<file path="src/rtl/smc_cfreg_bank.sv">
`default_nettype none
// ============================================================================
// Module   : smc_cfreg_bank
// Brief    : Per-chip-select 32-bit config registers behind a zero-wait APB
//            slave. Shadow values are copied to the active set while the SMC
//            core is idle. Define SMC_CFG_LOCK_EN to add the key-lock FSM.
// Revision : 1.0 - initial release
// ============================================================================
module smc_cfreg_bank #(
    parameter int          NUM_CS  = 4,
    parameter int          ADDR_W  = 8,
    parameter logic [31:0] CFG_RST = 32'hC000_0001,
    parameter logic [31:0] WMASK   = 32'hFFFF_FFFF,
    parameter logic [31:0] ID_VAL  = 32'hC000_0001
) (
    input  logic                 hclk,
    input  logic                 sys_reset,
    input  logic                 psel,
    input  logic                 penable,
    input  logic                 pwrite,
    input  logic [ADDR_W-1:0]    paddr,
    input  logic [31:0]          pwdata,
    output logic [31:0]          prdata,
    output logic                 pready,
    output logic                 pslverr,
    input  logic                 smc_idle,
    output logic [NUM_CS*32-1:0] cs_cfg,
    output logic                 cfg_update
);

    localparam int c_word_w = ADDR_W - 2;

    logic [c_word_w-1:0] w_word;
    logic                w_setup;
    logic                w_access;
    logic                w_is_id;
    logic                w_is_lock;
    logic                w_is_status;
    logic                w_is_cs;
    logic                w_unmapped;
    logic                w_locked;
    logic                w_err;
    logic                w_wr;
    logic                w_apply;
    logic [NUM_CS-1:0]   w_cs_hit;
    logic [NUM_CS-1:0]   w_cs_wr;
    logic [31:0]         w_new_val;
    logic [31:0]         w_status;
    logic [31:0]         w_rdata;
    logic                w_unused;

    logic [31:0]         r_shadow [NUM_CS];
    logic [31:0]         r_active [NUM_CS];
    logic [NUM_CS-1:0]   r_pending;
    logic [31:0]         r_prdata;
    logic                r_cfg_update;

    assign w_word      = paddr[ADDR_W-1:2];
    assign w_unused    = ^paddr[1:0];
    assign w_setup     = psel & ~penable;
    assign w_access    = psel & penable;
    assign w_is_id     = (w_word == c_word_w'(0));
    assign w_is_lock   = (w_word == c_word_w'(1));
    assign w_is_status = (w_word == c_word_w'(2));

    always_comb begin
        for (int n = 0; n < NUM_CS; n++) begin
            w_cs_hit[n] = (w_word == c_word_w'(n + 4));
        end
    end

    assign w_is_cs    = |w_cs_hit;
    assign w_unmapped = ~(w_is_id | w_is_lock | w_is_status | w_is_cs);

`ifdef SMC_CFG_LOCK_EN
    localparam logic [1:0] c_st_locked   = 2'd0;
    localparam logic [1:0] c_st_key1     = 2'd1;
    localparam logic [1:0] c_st_unlocked = 2'd2;

    logic [1:0] r_lock_st;

    // Any write while half-keyed (even one that errors) aborts the sequence.
    always_ff @(posedge hclk or posedge sys_reset) begin
        if (sys_reset) begin
            r_lock_st <= c_st_locked;
        end else if (w_access && pwrite) begin
            case (r_lock_st)
                c_st_locked: begin
                    if (w_is_lock && (pwdata == 32'h0000_005A)) r_lock_st <= c_st_key1;
                end
                c_st_key1: begin
                    r_lock_st <= (w_is_lock && (pwdata == 32'h0000_00A5)) ? c_st_unlocked : c_st_locked;
                end
                c_st_unlocked: begin
                    if (w_is_lock) r_lock_st <= c_st_locked;
                end
                default: r_lock_st <= c_st_locked;
            endcase
        end
    end

    assign w_locked = (r_lock_st != c_st_unlocked);
`else
    assign w_locked = 1'b0;
`endif

    assign w_err     = w_access & (w_unmapped
                                 | (pwrite & (w_is_id | w_is_status))
                                 | (pwrite & w_is_cs & w_locked));
    assign w_wr      = w_access & pwrite & ~w_err;
    assign w_cs_wr   = w_cs_hit & {NUM_CS{w_wr}};
    assign w_new_val = (pwdata & WMASK) | (CFG_RST & ~WMASK);
    assign w_apply   = smc_idle & (|r_pending);
    assign w_status  = {w_locked, {(31-NUM_CS){1'b0}}, r_pending};

    always_comb begin
        w_rdata = '0;
        if (w_is_id) begin
            w_rdata = ID_VAL;
        end else if (w_is_status) begin
            w_rdata = w_status;
        end
        for (int n = 0; n < NUM_CS; n++) begin
            if (w_cs_hit[n]) w_rdata = r_shadow[n];
        end
    end

    always_ff @(posedge hclk or posedge sys_reset) begin
        if (sys_reset) begin
            r_prdata <= '0;
        end else if (w_setup) begin
            r_prdata <= pwrite ? 32'h0 : w_rdata;
        end
    end

    // A write landing in the apply cycle re-arms its pending bit.
    always_ff @(posedge hclk or posedge sys_reset) begin
        if (sys_reset) begin
            for (int n = 0; n < NUM_CS; n++) begin
                r_shadow[n] <= CFG_RST;
                r_active[n] <= CFG_RST;
            end
            r_pending    <= '0;
            r_cfg_update <= 1'b0;
        end else begin
            r_cfg_update <= w_apply;
            r_pending    <= w_apply ? w_cs_wr : (r_pending | w_cs_wr);
            for (int n = 0; n < NUM_CS; n++) begin
                if (w_apply && r_pending[n]) r_active[n] <= r_shadow[n];
                if (w_cs_wr[n]) r_shadow[n] <= w_new_val;
            end
        end
    end

    for (genvar n = 0; n < NUM_CS; n++) begin : g_cs_out
        assign cs_cfg[32*n +: 32] = r_active[n];
    end

    assign prdata     = r_prdata;
    assign pready     = 1'b1;
    assign pslverr    = w_err;
    assign cfg_update = r_cfg_update;

endmodule
`default_nettype wire

</file>
<file path="config.mk">
export PLATFORM = sky130hd
export DESIGN_NAME = smc_cfreg_bank
export DESIGN_NICKNAME = d
export VERILOG_FILES = /design/src/rtl/smc_cfreg_bank.sv
export SDC_FILE = /design/constraint.sdc
export NUM_CORES = 1
export LEC_CHECK = 0
export CORE_ASPECT_RATIO = 1.25
export CORE_MARGIN = 4
export CORE_UTILIZATION = 53
export DETAILED_ROUTE_END_ITERATION = 10
export PLACE_DENSITY_LB_ADDON = 0.05
export SYNTH_ARGS = -nofsm -noshare
export SYNTH_HDL_FRONTEND = slang
export SYNTH_SLANG_ARGS = --single-unit
</file>
<file path="constraint.sdc">
create_clock -name hclk -period 13.2 [get_ports hclk]
set_input_delay 2.64 -clock hclk [delete_from_list [all_inputs] [get_ports hclk]]
set_output_delay 2.64 -clock hclk [all_outputs]
set_load 0.02 [all_outputs]
</file>
; ---- Yosys cells after proc, flatten, opt, wreduce, memory -nomap -nowiden
; Cells that the tools add are included.
[totals]
regBits = 293
inputBits = 46
output_inout_bits = 163
[op_classes]
eq_ne = 6
n_mux = 8
bitwise_logic = 17
reduce_logical = 7
[op_table]
columns = op, n
row1 = $mux W32, 6
row2 = $eq A6 B3 Y1 const B, 4
row3 = $mux W4, 2
row4 = $reduce_or A4 Y1, 2
row5 = $and A1 B1 Y1, 7
row6 = $eq A6 B1 Y1 const B, 1
row7 = $eq A6 B2 Y1 const B, 1
row8 = $logic_not A6 Y1, 1
row9 = $or A1 B1 Y1, 5
row10 = $and A4 B4 Y4, 1
row11 = $logic_and A1 B1 Y1, 4
row12 = $or A4 B4 Y4, 1
row13 = $not A1 Y1, 3

; ---- Depth between registers and ports, before layout
; Gate-level depths: netlist (run 1).
[logic_depth]
ltp_word = 12
mapped_depth = 7
ltp_nobuf = 4

; ---- Least setup slack after synthesis (run 1)
; No wires, ideal clock.
[synth_path]
path_type = input port to output port
startpoint = in paddr[2]
endpoint = out pslverr
arrival_ns = 3.723
slack_ns = 6.837
path_stages = 5
path_buffers = 2
path_cell_list = clkbuf_1 buf_1 mux2i_1 o21ai_0 and3_1
[synth_between]
elab_chain_cells = 7
[synth_lines]
columns = item, line
row1 = "start, declared", 21  ; input logic [ADDR_W-1:0] paddr,
row2 = $eq A6 B1 Y1 or $logic_not A6 Y1 (tied branches), "63, 62"
row3 = $or A1 B1 Y1 (3 in series), 73  ; assign w_unmapped = ~(w_is_id | w_is_lock | w_is_status | w_is_cs);
row4 = $not A1 Y1, 73
row5 = $or A1 B1 Y1 *, 108  ; | (pwrite & (w_is_id | w_is_status))
row6 = $and A1 B1 Y1 *, 107  ; assign w_err = w_access & (w_unmapped
row7 = "end, declared", 25  ; output logic pslverr,
; Mark *: on every way between the ends. The rest lies on a longest branch, timed or not.

; ---- Worst setup path after layout (run 1)
[layout_path]
startpoint = in paddr[7]
endpoint = out pslverr
; The elaborated chain is that of the path after synthesis.

==> report_table.html, run 1 <==
<table>
<tr><th>Metric</th><th>Value</th></tr>
<tr><th colspan="2">Global route</th></tr>
<tr><td>Antenna violations before repair</td><td>1</td></tr>
<tr><td>Largest net degree at the start of global routing</td><td>150</td></tr>
<tr><td>Wire length of the first global-routing pass</td><td>45800 µm</td></tr>
<tr><td>Gr usage total</td><td>between 20% and 30%</td></tr>
<tr><td>Remaining global-route overflow</td><td>0</td></tr>
<tr><td>Vias in the first global route</td><td>7882</td></tr>
<tr><th colspan="2">Setup path</th></tr>
<tr><td>Depth of the worst register-to-register path</td><td>2</td></tr>
<tr><td>Critical path startpoint category</td><td>primary input</td></tr>
<tr><td>Top Family by Delay on Critical Path</td><td>buffers and inverters</td></tr>
<tr><td>R2R setup slack</td><td>11.34 ns</td></tr>
<tr><td>Kind of end point of the critical path</td><td>primary output</td></tr>
<tr><td>Delay of the slowest critical-path stage</td><td>0.54 ns</td></tr>
<tr><td>Data required time of the critical path</td><td>10.56 ns</td></tr>
<tr><td>Cell with the most instances on the worst path</td><td>sky130_fd_sc_hd__clkdlybuf4s50_1</td></tr>
<tr><td>Slowest cell on the critical path</td><td>sky130_fd_sc_hd__clkdlybuf4s50_1</td></tr>
<tr><td>Type of the worst setup path</td><td>primary input to primary output</td></tr>
<tr><td>Worst Path Buf+Inv</td><td>2</td></tr>
<tr><td>Arrival time of the worst setup path</td><td>4.37 ns</td></tr>
<tr><td>Peak fanout along the critical path</td><td>4</td></tr>
<tr><td>Reg2Reg Capture Point</td><td>cs_cfg[87]</td></tr>
<tr><td>Origin of the critical flop-to-flop path</td><td>r_pending[2]</td></tr>
<tr><td>Cells along the critical path</td><td>clkdlybuf4s50_1, nor3_1, o21ai_0, and3_1, clkdlybuf4s50_1</td></tr>
<tr><th colspan="2">Cells and area</th></tr>
<tr><td>Final standard cell utilization of the core</td><td>68.5%</td></tr>
<tr><td>Highest-count cells in the layout ignoring fill and taps</td><td>269 x sky130_fd_sc_hd__dfrtp_1, 254 x sky130_fd_sc_hd__mux2_2, 203 x sky130_fd_sc_hd__clkdlybuf4s50_1, 41 x sky130_fd_sc_hd__nor2_1</td></tr>
<tr><td>Number of non-filler instances in the completed layout</td><td>1318</td></tr>
<tr><td>Fraction of final layout cells with drive strength greater than 1</td><td>36.8%</td></tr>
<tr><td>Area added between synthesis and finish</td><td>27.6%</td></tr>
<tr><td>Total Nets Final</td><td>1060</td></tr>
<tr><td>Most common cell after layout, fill and taps aside</td><td>sky130_fd_sc_hd__dfrtp_1</td></tr>
<tr><td>Number of diodes added for antenna fixing</td><td>0</td></tr>
<tr><td>Post-route cell area</td><td>between 15000 and 20000 µm²</td></tr>
<tr><th colspan="2">Yosys</th></tr>
<tr><td>Post-Synthesis Cells</td><td>816</td></tr>
<tr><td>Average cell area after synthesis</td><td>roughly 15 µm²</td></tr>
<tr><td>Portion of the post-synthesis area used by sequential elements</td><td>about three fifths</td></tr>
<tr><td>Number of unique standard cell types used by synthesis</td><td>36</td></tr>
<tr><td>Synth Register Bits</td><td>293</td></tr>
<tr><td>YS warnings</td><td>0</td></tr>
<tr><td>Net count after synthesis</td><td>862</td></tr>
<tr><td>Area of the mapped netlist</td><td>11900 µm²</td></tr>
<tr><th colspan="2">Floorplan</th></tr>
<tr><td>Die W</td><td>142 µm</td></tr>
<tr><td>DIE HEIGHT</td><td>between 150 and 200 µm</td></tr>
<tr><td>Die footprint</td><td>around 25000 µm²</td></tr>
<tr><td>IO Pins</td><td>209</td></tr>
<tr><td>Std cell rows</td><td>61</td></tr>
<tr><td>Core Region</td><td>22200 µm²</td></tr>
<tr><td>Initial core utilization</td><td>53.6%</td></tr>
<tr><th colspan="2">Detailed routing</th></tr>
<tr><td>Final Routed Wirelength</td><td>29500 µm</td></tr>
<tr><td>DRT Pass-1 Iters</td><td>5</td></tr>
<tr><td>DR iter-0 viols</td><td>406</td></tr>
<tr><td>Number of design rule violations left after detail routing</td><td>0</td></tr>
<tr><td>Number of routed nets with antenna violations</td><td>0</td></tr>
<tr><td>Total number of vias</td><td>7489</td></tr>
<tr><td>Drt wl/cell</td><td>22.4 µm</td></tr>
<tr><td>Via count normalized by instance count</td><td>5.68</td></tr>
<tr><th colspan="2">Clocking</th></tr>
<tr><td>Clock root buffer</td><td>sky130_fd_sc_hd__clkbuf_16</td></tr>
<tr><td>Hold buffer count at cts</td><td>0</td></tr>
<tr><td>Post-CTS resize count</td><td>0</td></tr>
<tr><td>TritonCTS sink count</td><td>293</td></tr>
<tr><td>Maximum number of buffers from clock root to sink</td><td>3</td></tr>
<tr><td>Post-CTS clock slew at the launch and capture registers of the worst setup and hold paths</td><td>0.07 ns</td></tr>
<tr><td>Number of buffers created by CTS</td><td>29</td></tr>
<tr><td>Clock tree from TritonCTS</td><td>yes</td></tr>
<tr><td>H-tree lvl count</td><td>1</td></tr>
<tr><td>Clock latency at the later pin of the worst-skew pair</td><td>0.54 ns</td></tr>
<tr><td>Post-CTS setup buffers</td><td>0</td></tr>
<tr><th colspan="2">Timing</th></tr>
<tr><td>Max Freq</td><td>roughly 140 MHz</td></tr>
<tr><td>Worst-case headroom to the max-slew limit</td><td>22.5%</td></tr>
<tr><td>Slew at the pin closest to its max-slew limit</td><td>1.16 ns</td></tr>
<tr><td>Final Hold Fails</td><td>0</td></tr>
<tr><td>Ratio of final minimum period to clock period</td><td>between 50% and 60%</td></tr>
<tr><td>Clock Skews</td><td>0.0185 ns</td></tr>
<tr><td>Final critical-path required period</td><td>7.01 ns</td></tr>
<tr><td>Final setup fails</td><td>0</td></tr>
<tr><td>Fin worst setup slack</td><td>6.19 ns</td></tr>
<tr><td>Setup_tns</td><td>0 ns</td></tr>
<tr><td>Setup repair after global routing missed its margin</td><td>no</td></tr>
<tr><td>Count of pins over their slew limit</td><td>0</td></tr>
<tr><td>Worst-case hold slack</td><td>just under 0.5 ns</td></tr>
<tr><th colspan="2">Place</th></tr>
<tr><td>Post-DP HPWL</td><td>approximately 17000 µm</td></tr>
<tr><td>Port bufs</td><td>roughly 210</td></tr>
<tr><td>Placed instance area</td><td>14200 µm²</td></tr>
<tr><td>Worst setup slack after placement</td><td>between 6 and 7 ns</td></tr>
<tr><td>Final estimated routing congestion in global placement</td><td>a little under 0.8</td></tr>
<tr><td>Placed instance count</td><td>about 1300</td></tr>
<tr><th colspan="2">Status</th></tr>
<tr><td>Status</td><td>finished, final reports clean</td></tr>
<tr><th colspan="2">Power and ir drop</th></tr>
<tr><td>Overall Power</td><td>1.88 mW</td></tr>
<tr><td>Comb pwr share</td><td>5.2%</td></tr>
<tr><td>IR drop worst, VDD</td><td>between 0.1 and 0.15 mV</td></tr>
<tr><td>Clk network pwr share</td><td>between 40% and 50%</td></tr>
<tr><td>Proportion of power drawn by flip-flops and latches</td><td>49.8%</td></tr>
<tr><td>P_int</td><td>1.47 mW</td></tr>
<tr><td>Net switching share of the total power</td><td>21.9%</td></tr>
<tr><td>LEAKAGE</td><td>7.31 nW</td></tr>
<tr><td>Switching Power</td><td>0.413 mW</td></tr>
<tr><td>Power density over the cells</td><td>124 nW/µm²</td></tr>
<tr><th colspan="2">Hold path</th></tr>
<tr><td>Cell depth of the worst min-delay path</td><td>2</td></tr>
<tr><td>Hold/Removal Path Class</td><td>flip-flop to flip-flop</td></tr>
<tr><td>WHS Endpoint</td><td>prdata[31]</td></tr>
<tr><td>Source of the worst hold timing path</td><td>prdata[31]</td></tr>
<tr><th colspan="2">Run</th></tr>
<tr><td>Maxcap violations</td><td>0</td></tr>
</table>
## cell families (layout without fill, tap and decap cells)
logic type      after synthesis  in the layout  share of synthesized area (%)
simple gates                 96             96                           3.39
flops                       293            293                           61.8
buf+inv                      54            273                           2.01
mux                         284            284                           27.7
other cells                   1              1                         0.0315
compound gates               88             88                           5.04
## routing by layer
metal / part of all wire (%) / vias up / GRT usage (%)
met4: 1.7 / 2 / 5.40
met5: 0.041 / - / 0
li1: - / 3329 / -
met2: 50 / 210 / 40.0
met3: 6.5 / 34 / 5.42
met1: 41 / 3914 / 31.3
## final cells by class
cell class                      count  area, µm²
Clock buffer                       37        796
Clock inverter                     15        186
Fill cell                        1615       7000
Inverter                            5       26.3
Multi-Input combinational cell    469       4360
Sequential cell                   293       7360
Tap cell                          283        354
Timing Repair Buffer              216       2120
## synthesized netlist by cell type
master                      instances  area [µm²]
sky130_fd_sc_hd__dfrtp_1          269        6730
sky130_fd_sc_hd__mux2_2           254        2860
sky130_fd_sc_hd__nor2_1            44         165
sky130_fd_sc_hd__nand2_1           36         135
sky130_fd_sc_hd__o21ai_0           32         160
sky130_fd_sc_hd__mux2_4            29         435
sky130_fd_sc_hd__o221ai_1          26         228
sky130_fd_sc_hd__dfstp_2           24         631
sky130_fd_sc_hd__clkbuf_1          23        86.3
sky130_fd_sc_hd__buf_1             14        52.6
sky130_fd_sc_hd__buf_2              8        40.0
sky130_fd_sc_hd__a21oi_1            6        30.0
sky130_fd_sc_hd__o31ai_1            6        45.0
sky130_fd_sc_hd__inv_1              5        18.8
sky130_fd_sc_hd__nand2b_1           5        31.3
sky130_fd_sc_hd__o21a_1             4        30.0
sky130_fd_sc_hd__a21o_1             3        22.5
sky130_fd_sc_hd__a32oi_1            3        26.3
sky130_fd_sc_hd__buf_6              3        33.8
sky130_fd_sc_hd__o211ai_1           3        22.5
sky130_fd_sc_hd__nor3_1             2        10.0
sky130_fd_sc_hd__nor4_1             2        12.5
sky130_fd_sc_hd__o22ai_1            2        12.5
sky130_fd_sc_hd__a2bb2oi_1          1        8.76
sky130_fd_sc_hd__a31oi_1            1        6.26
sky130_fd_sc_hd__and3_1             1        6.26
sky130_fd_sc_hd__buf_4              1        7.51
sky130_fd_sc_hd__conb_1             1        3.75
sky130_fd_sc_hd__mux2i_1            1        10.0
sky130_fd_sc_hd__nand3_1            1        5.00
sky130_fd_sc_hd__nand4_1            1        6.26
sky130_fd_sc_hd__nor2b_1            1        6.26
sky130_fd_sc_hd__o22a_1             1        8.76
sky130_fd_sc_hd__or2_1              1        6.26
sky130_fd_sc_hd__or3_1              1        6.26
sky130_fd_sc_hd__or4b_4             1        13.8
## state kept, by name, summed over array words and instances, names as in the netlist
| signal | cells |
|---|---|
| cs_cfg | 128 |
| r_shadow | 128 |
| prdata | 32 |
| r_pending | 4 |
| cfg_update | 1 |
## how the worst max path moves through the flow
stage / cells past startpoint / slack (ns) / endpoint / startpoint
after floorplan: 1 / 2.51 / cfg_update / sys_reset
after global placement: 5 / 6.17 / pslverr / paddr[7]
after detailed placement: 5 / 6.19 / pslverr / paddr[7]
after CTS: 5 / 6.18 / pslverr / paddr[7]
after global routing: 5 / 6.16 / pslverr / paddr[7]
final: 5 / 6.19 / pslverr / paddr[7]
## worst reg2reg max path, stage by stage (launching register included)
cell and delay [ns]:
sky130_fd_sc_hd__dfrtp_1 0.43, sky130_fd_sc_hd__nand2_2 0.86, sky130_fd_sc_hd__mux2_2 0.44
## power groups by stage
stage          combinational [mW]  sequential, mW  clock, mW
6_report                   0.0970           0.938      0.847
3_5_place_dp               0.0985           0.954          0
2_1_floorplan              0.0540           0.953          0
3_3_place_gp               0.0976           0.954          0
5_1_grt                     0.106           0.941      0.904
4_1_cts                    0.0987           0.938      0.864
No activity file was read; power rests on OpenSTA's default activity.
==> run 2, diff against run 1 <==
clock period = 7.1 ns   (was 13.2 ns; I/O delays follow)
==> run 2 against run 1 <==
Setup slack got worse by 3.7 ns. Sequential cell count unchanged. Sequential power rose by 87%. Final cell count up 0.15%. Critical path type unchanged. Clock power is 72% higher. Highest routed layer is now met4. Largest cell class unchanged. Sequential share of layout area rose by 0.16 points.
==> report_table.html, run 2 (synthesis results as in run 1) <==
<table>
<tr><th>Metric</th><th>Value</th></tr>
<tr><th colspan="2">Setup path</th></tr>
<tr><td>Cells along the critical path</td><td>clkdlybuf4s50_1, o21ai_0, and3_1, clkdlybuf4s50_1 (was clkdlybuf4s50_1, nor3_1, o21ai_0, and3_1, clkdlybuf4s50_1)</td></tr>
<tr><td>Delay of the slowest critical-path stage</td><td>0.71 ns (was 0.54 ns)</td></tr>
<tr><td>Data required time of the critical path</td><td>5.68 ns (was 10.56 ns)</td></tr>
<tr><td>Cell with the most instances on the worst path</td><td>sky130_fd_sc_hd__clkdlybuf4s50_1 (unchanged)</td></tr>
<tr><td>Kind of end point of the critical path</td><td>primary output (unchanged)</td></tr>
<tr><td>Worst Path Buf+Inv</td><td>2 (unchanged)</td></tr>
<tr><td>Slowest cell on the critical path</td><td>sky130_fd_sc_hd__clkdlybuf4s50_1 (unchanged)</td></tr>
<tr><td>Type of the worst setup path</td><td>primary input to primary output (unchanged)</td></tr>
<tr><td>Peak fanout along the critical path</td><td>13 (was 4)</td></tr>
<tr><td>Critical path startpoint category</td><td>primary input (unchanged)</td></tr>
<tr><td>Arrival time of the worst setup path</td><td>3.20 ns (was 4.37 ns)</td></tr>
<tr><td>Top Family by Delay on Critical Path</td><td>buffers and inverters (unchanged)</td></tr>
<tr><th colspan="2">Global route</th></tr>
<tr><td>Wire length of the first global-routing pass</td><td>46200 µm (was 45800 µm)</td></tr>
<tr><td>Vias in the first global route</td><td>7877 (was 7882)</td></tr>
<tr><td>Remaining global-route overflow</td><td>0 (unchanged)</td></tr>
<tr><td>Antenna violations before repair</td><td>0 (was 1)</td></tr>
<tr><td>Met2 demand-to-capacity share in global routing</td><td>40.3% (was 40.0%)</td></tr>
<tr><td>Met3 routing resource usage after global routing</td><td>5.34% (was 5.42%)</td></tr>
<tr><td>Gr usage total</td><td>23.8% (was 23.7%)</td></tr>
<tr><td>Met1 Resource Use GR</td><td>31.4% (was 31.3%)</td></tr>
<tr><td>Busiest metal layer after global routing</td><td>met2 (unchanged)</td></tr>
<tr><td>Largest net degree at the start of global routing</td><td>171 (was 150)</td></tr>
<tr><th colspan="2">Detailed routing</th></tr>
<tr><td>Final Routed Wirelength</td><td>29500 µm (about the same)</td></tr>
<tr><td>Number of routed nets with antenna violations</td><td>0 (unchanged)</td></tr>
<tr><td>DRT Pass-1 Iters</td><td>4 (was 5)</td></tr>
<tr><td>DR iter-0 viols</td><td>295 (was 406)</td></tr>
<tr><td>Via count normalized by instance count</td><td>5.68 (about the same)</td></tr>
<tr><td>Total number of vias</td><td>7504 (was 7489)</td></tr>
<tr><td>Drt wl/cell</td><td>22.3 µm (was 22.4 µm)</td></tr>
<tr><td>Number of design rule violations left after detail routing</td><td>0 (unchanged)</td></tr>
<tr><th colspan="2">Place</th></tr>
<tr><td>Worst setup slack after placement</td><td>2.31 ns (was 6.19 ns)</td></tr>
<tr><td>Final estimated routing congestion in global placement</td><td>0.782 (was 0.784)</td></tr>
<tr><td>Placed instance count</td><td>1267 (was 1266)</td></tr>
<tr><td>Port bufs</td><td>205 (unchanged)</td></tr>
<tr><td>Post-DP HPWL</td><td>17900 µm (was 17500 µm)</td></tr>
<tr><th colspan="2">Cells and area</th></tr>
<tr><td>Number of diodes added for antenna fixing</td><td>0 (unchanged)</td></tr>
<tr><td>Fraction of final layout cells with drive strength greater than 1</td><td>36.5% (was 36.8%)</td></tr>
<tr><td>Filler Cells Inserted</td><td>1633 (was 1615)</td></tr>
<tr><td>Most common cell after layout, fill and taps aside</td><td>sky130_fd_sc_hd__dfrtp_1 (unchanged)</td></tr>
<tr><td>Total Nets Final</td><td>1061 (was 1060)</td></tr>
<tr><td>Area added between synthesis and finish</td><td>27.2% (was 27.6%)</td></tr>
<tr><td>Number of non-filler instances in the completed layout</td><td>1320 (was 1318)</td></tr>
<tr><td>Highest-count cells in the layout ignoring fill and taps</td><td>269 x sky130_fd_sc_hd__dfrtp_1, 254 x sky130_fd_sc_hd__mux2_2, 203 x sky130_fd_sc_hd__clkdlybuf4s50_1, 41 x sky130_fd_sc_hd__nor2_1 (unchanged)</td></tr>
<tr><th colspan="2">Floorplan</th></tr>
<tr><td>IO Pins</td><td>209 (unchanged)</td></tr>
<tr><td>DIE HEIGHT</td><td>176 µm (unchanged)</td></tr>
<tr><td>Initial core utilization</td><td>53.6% (unchanged)</td></tr>
<tr><td>Die W</td><td>142 µm (unchanged)</td></tr>
<tr><td>Std cell rows</td><td>61 (unchanged)</td></tr>
<tr><td>Die footprint</td><td>25000 µm² (unchanged)</td></tr>
<tr><td>Core Region</td><td>22200 µm² (unchanged)</td></tr>
<tr><th colspan="2">Timing</th></tr>
<tr><td>Ratio of final minimum period to clock period</td><td>65.0%</td></tr>
<tr><td>Max Freq</td><td>~220 MHz</td></tr>
<tr><td>Count of pins over their slew limit</td><td>0 (unchanged)</td></tr>
<tr><td>Final setup fails</td><td>0 (unchanged)</td></tr>
<tr><td>Final Hold Fails</td><td>0 (unchanged)</td></tr>
<tr><td>Slew at the pin closest to its max-slew limit</td><td>1.14 ns (was 1.16 ns)</td></tr>
<tr><td>Fin worst setup slack</td><td>2.48 ns (was 6.19 ns)</td></tr>
<tr><td>Clock Skews</td><td>0.0141 ns (was 0.0185 ns)</td></tr>
<tr><td>Final critical-path required period</td><td>4.62 ns</td></tr>
<tr><td>Worst-case headroom to the max-slew limit</td><td>23.9% (was 22.5%)</td></tr>
<tr><td>Setup repair after global routing missed its margin</td><td>no (unchanged)</td></tr>
<tr><td>Setup_tns</td><td>0 ns (unchanged)</td></tr>
<tr><th colspan="2">Clocking</th></tr>
<tr><td>Post-CTS resize count</td><td>0 (unchanged)</td></tr>
<tr><td>TritonCTS sink count</td><td>293 (unchanged)</td></tr>
<tr><td>Clock latency at the later pin of the worst-skew pair</td><td>0.53 ns (was 0.54 ns)</td></tr>
<tr><td>H-tree lvl count</td><td>1 (unchanged)</td></tr>
<tr><td>Post-CTS setup buffers</td><td>0 (unchanged)</td></tr>
<tr><td>Number of buffers created by CTS</td><td>29 (unchanged)</td></tr>
<tr><td>Hold buffer count at cts</td><td>0 (unchanged)</td></tr>
<tr><td>Clock tree from TritonCTS</td><td>yes (unchanged)</td></tr>
<tr><td>Maximum number of buffers from clock root to sink</td><td>3 (unchanged)</td></tr>
<tr><td>Clock root buffer</td><td>sky130_fd_sc_hd__clkbuf_16 (unchanged)</td></tr>
<tr><td>Post-CTS clock slew at the launch and capture registers of the worst setup and hold paths</td><td>0.05 ns (was 0.07 ns)</td></tr>
<tr><th colspan="2">Power and ir drop</th></tr>
<tr><td>Overall Power</td><td>3.39 mW (was 1.88 mW)</td></tr>
<tr><td>IR drop worst, VDD</td><td>0.184 mV (was 0.110 mV)</td></tr>
<tr><td>Power density over the cells</td><td>224 nW/µm² (was 124 nW/µm²)</td></tr>
<tr><td>LEAKAGE</td><td>7.29 nW (was 7.31 nW)</td></tr>
<tr><th colspan="2">Status</th></tr>
<tr><td>Status</td><td>finished, final reports clean (unchanged)</td></tr>
<tr><th colspan="2">Run</th></tr>
<tr><td>Maxcap violations</td><td>0 (unchanged)</td></tr>
<tr><th colspan="2">Hold path</th></tr>
<tr><td>Hold/Removal Path Class</td><td>flip-flop to flip-flop (unchanged)</td></tr>
</table>
==> run 2: path summary, 6_finish.rpt <==
| check | from | to | slack (ns) | cells after the start |
|---|---|---|---|---|
| max | paddr[4] | pslverr | 2.48 | 4 |
| min | prdata[26] | prdata[26] | 0.48 | 2 |
| max reg2reg | r_pending[3] | cs_cfg[112] | 5.27 | 2 |
| min reg2reg | prdata[26] | prdata[26] | 0.48 | 2 |
| max in group asynchronous | sys_reset | r_shadow[118] | 4.23 | 4 |
| min in group asynchronous | sys_reset | r_shadow[7] | 1.49 | 3 |
==> run 2: stage by stage <==
stage	utilization [%]	hold slack, ns	area [µm²]
3_5_place_dp	64.1	0.471	14200
4_1_cts	68.2	0.484	15200
5_1_grt	68.2	0.506	15200
3_3_place_gp	64.1	0.462	14200
6_report	68.2	0.477	15200
2_1_floorplan	-	0.481	11900
==> run 2: area by class of cell <==
class | instances | area [µm²] | area share [%]
Sequential cell | 293 | 7360 | 48.6
Multi-Input combinational cell | 469 | 4360 | 28.7
Timing Repair Buffer | 217 | 2140 | 14.1
Clock buffer | 47 | 883 | 5.83
Tap cell | 283 | 354 | 2.34
Clock inverter | 6 | 33.8 | 0.223
Inverter | 5 | 22.5 | 0.149
==> run 2: layer usage <==
metal  vias up  routed length [µm]
met4         0                 510
li1       3339                   -
met1      3937               12500
met2       189               14800
met5         -                   0
met3        39                1760
==> run 2: worst reg2reg max path, cell delays in order, from the launching register on <==
cell,delay (ns)
sky130_fd_sc_hd__dfrtp_1,0.42
sky130_fd_sc_hd__nand2_2,0.84
sky130_fd_sc_hd__mux2_2,0.44
==> run 2: report_power, final <==
group / internal, mW / switching (mW) / total, mW / leakage (nW)
sequential: 1.71 / 0.0309 / 1.75 / 3.98
clock: 0.846 / 0.615 / 1.46 / 0.456
combinational: 0.0832 / 0.100 / 0.183 / 2.85
==> run 3, diff against run 2 <==
clock period = 4.84 ns   (was 7.1 ns; I/O delays follow)
==> run 3 against run 2 <==
Clock skew shrank 0.0058 ns. Routed wire length down 0.39%. Setup slack got worse by 1.3 ns. Utilization increased by 0.70 points. Global-route usage about the same. Sequential cell count unchanged. Count of clock-buffer cells in the layout is 2 higher. First-iteration DRC count decreased by 5.8%. Power rose by 51%. Clock power rose by 56%.
==> report_table.html, run 3 (synthesis results as in run 1) <==
<table>
<tr><th>Metric</th><th>Value</th></tr>
<tr><th colspan="2">Status</th></tr>
<tr><td>Status</td><td>finished, final reports clean (unchanged)</td></tr>
<tr><th colspan="2">Global route</th></tr>
<tr><td>Wire length of the first global-routing pass</td><td>46400 µm (was 46200 µm)</td></tr>
<tr><td>Remaining global-route overflow</td><td>0 (unchanged)</td></tr>
<tr><td>Gr usage total</td><td>23.7% (was 23.8%)</td></tr>
<tr><td>Largest net degree at the start of global routing</td><td>86 (was 171)</td></tr>
<tr><td>Met2 demand-to-capacity share in global routing</td><td>41.0% (was 40.3%)</td></tr>
<tr><td>Antenna violations before repair</td><td>1 (was 0)</td></tr>
<tr><td>Met3 routing resource usage after global routing</td><td>4.36% (was 5.34%)</td></tr>
<tr><td>Vias in the first global route</td><td>8050 (was 7877)</td></tr>
<tr><td>Busiest metal layer after global routing</td><td>met2 (unchanged)</td></tr>
<tr><td>Met1 Resource Use GR</td><td>31.3% (was 31.4%)</td></tr>
<tr><th colspan="2">Cells and area</th></tr>
<tr><td>Highest-count cells in the layout ignoring fill and taps</td><td>269 x sky130_fd_sc_hd__dfrtp_1, 254 x sky130_fd_sc_hd__mux2_2, 203 x sky130_fd_sc_hd__clkdlybuf4s50_1, 41 x sky130_fd_sc_hd__nor2_1 (unchanged)</td></tr>
<tr><td>Total Nets Final</td><td>1066 (was 1061)</td></tr>
<tr><td>Final standard cell utilization of the core</td><td>69.0% (was 68.2%)</td></tr>
<tr><td>Most common cell after layout, fill and taps aside</td><td>sky130_fd_sc_hd__dfrtp_1 (unchanged)</td></tr>
<tr><td>Fraction of final layout cells with drive strength greater than 1</td><td>36.7% (was 36.5%)</td></tr>
<tr><td>Area added between synthesis and finish</td><td>28.5% (was 27.2%)</td></tr>
<tr><th colspan="2">Setup path</th></tr>
<tr><td>Cell with the most instances on the worst path</td><td>sky130_fd_sc_hd__clkdlybuf4s50_1 (unchanged)</td></tr>
<tr><td>Data required time of the critical path</td><td>3.87 ns (was 5.68 ns)</td></tr>
<tr><td>Type of the worst setup path</td><td>primary input to primary output (unchanged)</td></tr>
<tr><td>Critical path startpoint category</td><td>primary input (unchanged)</td></tr>
<tr><td>Worst Path Buf+Inv</td><td>2 (unchanged)</td></tr>
<tr><td>Top Family by Delay on Critical Path</td><td>buffers and inverters (unchanged)</td></tr>
<tr><td>Slowest cell on the critical path</td><td>sky130_fd_sc_hd__clkdlybuf4s50_1 (unchanged)</td></tr>
<tr><td>Delay of the slowest critical-path stage</td><td>0.53 ns (was 0.71 ns)</td></tr>
<tr><td>Peak fanout along the critical path</td><td>4 (was 13)</td></tr>
<tr><td>Arrival time of the worst setup path</td><td>2.73 ns (was 3.20 ns)</td></tr>
<tr><td>Kind of end point of the critical path</td><td>primary output (unchanged)</td></tr>
<tr><td>Cells along the critical path</td><td>clkdlybuf4s50_1, nor3_1, o21ai_0, and3_1, clkdlybuf4s50_1 (was clkdlybuf4s50_1, o21ai_0, and3_1, clkdlybuf4s50_1)</td></tr>
<tr><th colspan="2">Timing</th></tr>
<tr><td>Worst-case hold slack</td><td>0.479 ns (was 0.477 ns)</td></tr>
<tr><td>Final critical-path required period</td><td>about 3.7 ns</td></tr>
<tr><td>Final setup fails</td><td>0 (unchanged)</td></tr>
<tr><td>Setup repair after global routing missed its margin</td><td>no (unchanged)</td></tr>
<tr><td>Max Freq</td><td>271 MHz</td></tr>
<tr><td>Slew at the pin closest to its max-slew limit</td><td>1.13 ns (was 1.14 ns)</td></tr>
<tr><td>Count of pins over their slew limit</td><td>0 (unchanged)</td></tr>
<tr><td>Worst-case headroom to the max-slew limit</td><td>24.4% (was 23.9%)</td></tr>
<tr><td>Clock Skews</td><td>0.00834 ns (was 0.0141 ns)</td></tr>
<tr><td>Ratio of final minimum period to clock period</td><td>76.3%</td></tr>
<tr><td>Fin worst setup slack</td><td>1.14 ns (was 2.48 ns)</td></tr>
<tr><td>Final Hold Fails</td><td>0 (unchanged)</td></tr>
<tr><td>Setup_tns</td><td>0 ns (unchanged)</td></tr>
<tr><th colspan="2">Hold path</th></tr>
<tr><td>Hold/Removal Path Class</td><td>flip-flop to flip-flop (unchanged)</td></tr>
<tr><th colspan="2">Power and ir drop</th></tr>
<tr><td>Proportion of power drawn by flip-flops and latches</td><td>50.1% (was 51.5%)</td></tr>
<tr><td>Overall Power</td><td>5.11 mW (was 3.39 mW)</td></tr>
<tr><td>Power density over the cells</td><td>334 nW/µm² (was 224 nW/µm²)</td></tr>
<tr><td>LEAKAGE</td><td>7.35 nW (was 7.29 nW)</td></tr>
<tr><td>IR drop worst, VDD</td><td>0.327 mV (was 0.184 mV)</td></tr>
<tr><td>P_int</td><td>4.01 mW (was 2.64 mW)</td></tr>
<tr><td>Net switching share of the total power</td><td>21.6% (was 22.0%)</td></tr>
<tr><td>Switching Power</td><td>1.10 mW (was 0.746 mW)</td></tr>
<tr><td>Comb pwr share</td><td>5.4% (about the same)</td></tr>
<tr><td>Clk network pwr share</td><td>44.6% (was 43.1%)</td></tr>
<tr><th colspan="2">Clocking</th></tr>
<tr><td>Clock latency at the later pin of the worst-skew pair</td><td>0.54 ns (was 0.53 ns)</td></tr>
<tr><td>TritonCTS sink count</td><td>293 (unchanged)</td></tr>
<tr><td>Hold buffer count at cts</td><td>0 (unchanged)</td></tr>
<tr><td>Maximum number of buffers from clock root to sink</td><td>3 (unchanged)</td></tr>
<tr><td>H-tree lvl count</td><td>1 (unchanged)</td></tr>
<tr><td>Post-CTS clock slew at the launch and capture registers of the worst setup and hold paths</td><td>0.06 ns (was 0.05 ns)</td></tr>
<tr><td>Post-CTS setup buffers</td><td>0 (unchanged)</td></tr>
<tr><td>Clock root buffer</td><td>sky130_fd_sc_hd__clkbuf_16 (unchanged)</td></tr>
<tr><td>Clock tree from TritonCTS</td><td>yes (unchanged)</td></tr>
<tr><td>Post-CTS resize count</td><td>0 (unchanged)</td></tr>
<tr><td>Number of buffers created by CTS</td><td>29 (unchanged)</td></tr>
<tr><th colspan="2">Floorplan</th></tr>
<tr><td>IO Pins</td><td>209 (unchanged)</td></tr>
<tr><td>Die W</td><td>142 µm (unchanged)</td></tr>
<tr><td>DIE HEIGHT</td><td>176 µm (unchanged)</td></tr>
<tr><td>Std cell rows</td><td>61 (unchanged)</td></tr>
<tr><td>Core Region</td><td>22200 µm² (unchanged)</td></tr>
<tr><td>Initial core utilization</td><td>53.6% (unchanged)</td></tr>
<tr><td>Die footprint</td><td>25000 µm² (unchanged)</td></tr>
<tr><th colspan="2">Detailed routing</th></tr>
<tr><td>Number of routed nets with antenna violations</td><td>0 (unchanged)</td></tr>
<tr><td>Total number of vias</td><td>7527 (was 7504)</td></tr>
<tr><td>Via count normalized by instance count</td><td>5.67 (was 5.68)</td></tr>
<tr><td>DRT Pass-1 Iters</td><td>5 (was 4)</td></tr>
<tr><td>Final Routed Wirelength</td><td>29400 µm (was 29500 µm)</td></tr>
<tr><td>Number of design rule violations left after detail routing</td><td>0 (unchanged)</td></tr>
<tr><td>Drt wl/cell</td><td>22.1 µm (was 22.3 µm)</td></tr>
<tr><td>DR iter-0 viols</td><td>278 (was 295)</td></tr>
<tr><th colspan="2">Place</th></tr>
<tr><td>Port bufs</td><td>205 (unchanged)</td></tr>
<tr><td>Worst setup slack after placement</td><td>0.920 ns (was 2.31 ns)</td></tr>
<tr><td>Post-DP HPWL</td><td>18200 µm (was 17900 µm)</td></tr>
<tr><td>Final estimated routing congestion in global placement</td><td>0.792 (was 0.782)</td></tr>
<tr><th colspan="2">Run</th></tr>
<tr><td>Maxcap violations</td><td>0 (unchanged)</td></tr>
</table>
-- run 3: cell types whose count changed in the layout (fill, tap and decap cells not counted), moves of 2 or more --
cell / before / now
sky130_fd_sc_hd__buf_12: 1 / 5
sky130_fd_sc_hd__inv_6: 0 / 2
sky130_fd_sc_hd__clkinv_2: 5 / 1
sky130_fd_sc_hd__bufinv_16: 0 / 2
-- run 3: cell type report --
class | count | area [µm²]
diodes | 1 | 2.50
inverters | 5 | 22.5
multi-input cells | 469 | 4360
well taps | 283 | 354
clock buffers | 49 | 901
flip-flops and latches | 293 | 7360
repair buffers | 222 | 2230
fillers | 1604 | 6900
clock inverters | 5 | 82.6
-- run 3: final timing paths --
kind                           endpoint          from  cells past startpoint  slack, ns
setup / recovery                pslverr      paddr[7]                      5       1.14
hold / removal               prdata[10]    prdata[10]                      2       0.48
setup reg to reg            cs_cfg[108]  r_pending[3]                      2       3.02
hold reg to reg              prdata[10]    prdata[10]                      2       0.48
max in group asynchronous  r_shadow[94]     sys_reset                      3       2.97
min in group asynchronous    cs_cfg[39]     sys_reset                      2       0.93
-- run 3: through the flow --
step	cell area, µm²	instances
finish	15300	1327
global route	15300	1327
CTS	15300	1326
detailed placement	14300	1272
global placement	14300	1272
floorplan	11900	816
-- run 3: routing by layer --
metal / part of all wire [%] / routed length [µm]
met1: 41 / 12100
met4: 1.6 / 481
met3: 5.8 / 1700
met5: 0 / 0
met2: 51 / 15100
-- run 3: worst min-delay path, stage by stage (launching register included) --
cell and delay, ns:
sky130_fd_sc_hd__dfrtp_1 0.34, sky130_fd_sc_hd__nand2_1 0.05, sky130_fd_sc_hd__o21ai_0 0.06
-- run 3: power groups by stage --
stage | combinational, mW | sequential (mW) | clock, mW
3_5_place_dp | 0.279 | 2.60 | 0
3_3_place_gp | 0.276 | 2.60 | 0
5_1_grt | 0.302 | 2.57 | 2.42
6_report | 0.275 | 2.56 | 2.28
2_1_floorplan | 0.148 | 2.60 | 0
4_1_cts | 0.280 | 2.56 | 2.33
==> patch, RTL diff (settings of run 2) <==
Take the reset off `r_pending` and load it in a clocked block of its own.
--- a/src/rtl/smc_cfreg_bank.sv
+++ b/src/rtl/smc_cfreg_bank.sv
@@ -141,9 +141,7 @@
                 r_active[n] <= CFG_RST;
             end
-            r_pending    <= '0;
             r_cfg_update <= 1'b0;
         end else begin
             r_cfg_update <= w_apply;
-            r_pending    <= w_apply ? w_cs_wr : (r_pending | w_cs_wr);
             for (int n = 0; n < NUM_CS; n++) begin
                 if (w_apply && r_pending[n]) r_active[n] <= r_shadow[n];
@@ -151,4 +149,8 @@
             end
         end
+    end
+
+    always_ff @(posedge hclk) begin
+        r_pending <= w_apply ? w_cs_wr : (r_pending | w_cs_wr);
     end
 
Formal check against the unedited RTL: not equivalent (Yosys sat finds a counterexample within 4 cycles, from zero or initial values and one cycle with sys_reset high).
==> patch against run 2 <==
Clock skew down 0.53 ps. Sequential share of layout area about the same. Area after synthesis is 0.17% lower. Design area fell by 0.31%. Total power decreased by 0.80%. Worst setup slack improved by 68 ps. Sequential cell count unchanged. Wire length fell by 1.0%. Critical path type unchanged.
==> patch: results (changes against run 2) <==
Worst-Margin Slew = 1230 ps (+88.9 ps)
hold_sp = prdata[10]
vias per cell = 5.66 (-0.36%)
switching share of power = 22.1% (+0.13 points)
post-synthesis sequential area ratio = 61.7% (-0.064 points)
nets = 1060 (-0.094%)
Final Skew = 13.6 ps (-0.529 ps)
r2r setup slk = 5330 ps (+60 ps)
fmax = 220 MHz (+1.5%)
worst hold slack = 481 ps (+3.35 ps)
GRT Util Overall = 23.7% (-0.065 points)
Setup WS pre-CTS = 2400 ps (+88.0 ps)
ys async rst share = 98.6% (-1.4 points)
FILL cells = 1631 (-0.12%)
Yosys cell types = 37 (+2.8%)
hold endpoint = prdata[10]
DR iter-0 viols = 379 (+28%)
Crit path arrival time = 3130 ps (-70 ps)
GR Util met3 = 5.56% (+0.22 points)
placer congestion estimate = 0.758 (-3.0%)
vias in the first global route = 8014 (+1.7%)
Num CTS Buffers = 28 (-3.4%)
Leak = 7.24 nW (-0.62%)
Max stage delay on crit path = 670 ps (-40 ps)
initial antenna violation count = 1 (+1)
clock power share = 42.7% (-0.4 points)
Critical R2R Capture = cs_cfg[76]
status = completed
final wirelength = 29200 um (-1.0%)
Reg-to-Reg Start = r_pending[2]
via count = 7471 (-0.44%)
HPWL after DPL = 18000 um (+0.67%)
met1 usage = 31.0% (-0.39 points)
==> patch: layout make-up <==
type                            instances  area, sq um  share of cell area, %
Sequential cell                       293         7340                   48.6
Multi-Input combinational cell        469         4360                   28.8
Timing Repair Buffer                  217         2140                   14.2
Clock buffer                           44          811                   5.37
Tap cell                              283          354                   2.34
Clock inverter                          8         78.8                  0.522
Inverter                                5         22.5                  0.149
==> patch: layer usage <==
metal	part of all wire, %	vias to the layer above
li1	-	3318
met1	42	3885
met2	50	222
met3	6.6	44
met4	1.9	2
met5	0.045	-
==> patch: logic make-up after synthesis <==
logic type	count (synthesis)	synth area share, %
buffers and inverters	54	2.01
and+or+nand+nor	96	3.40
other	1	0.0315
AOI/OAI and AO/OA	88	5.05
DFF	293	61.7
muxes	284	27.8
==> patch: critical path, delay by kind of cell <==
family                 cells  cell delay, ps
AND/OR/NAND/NOR            1             170
buffers and inverters      2            1280
AO/OA/AOI/OAI              1             260
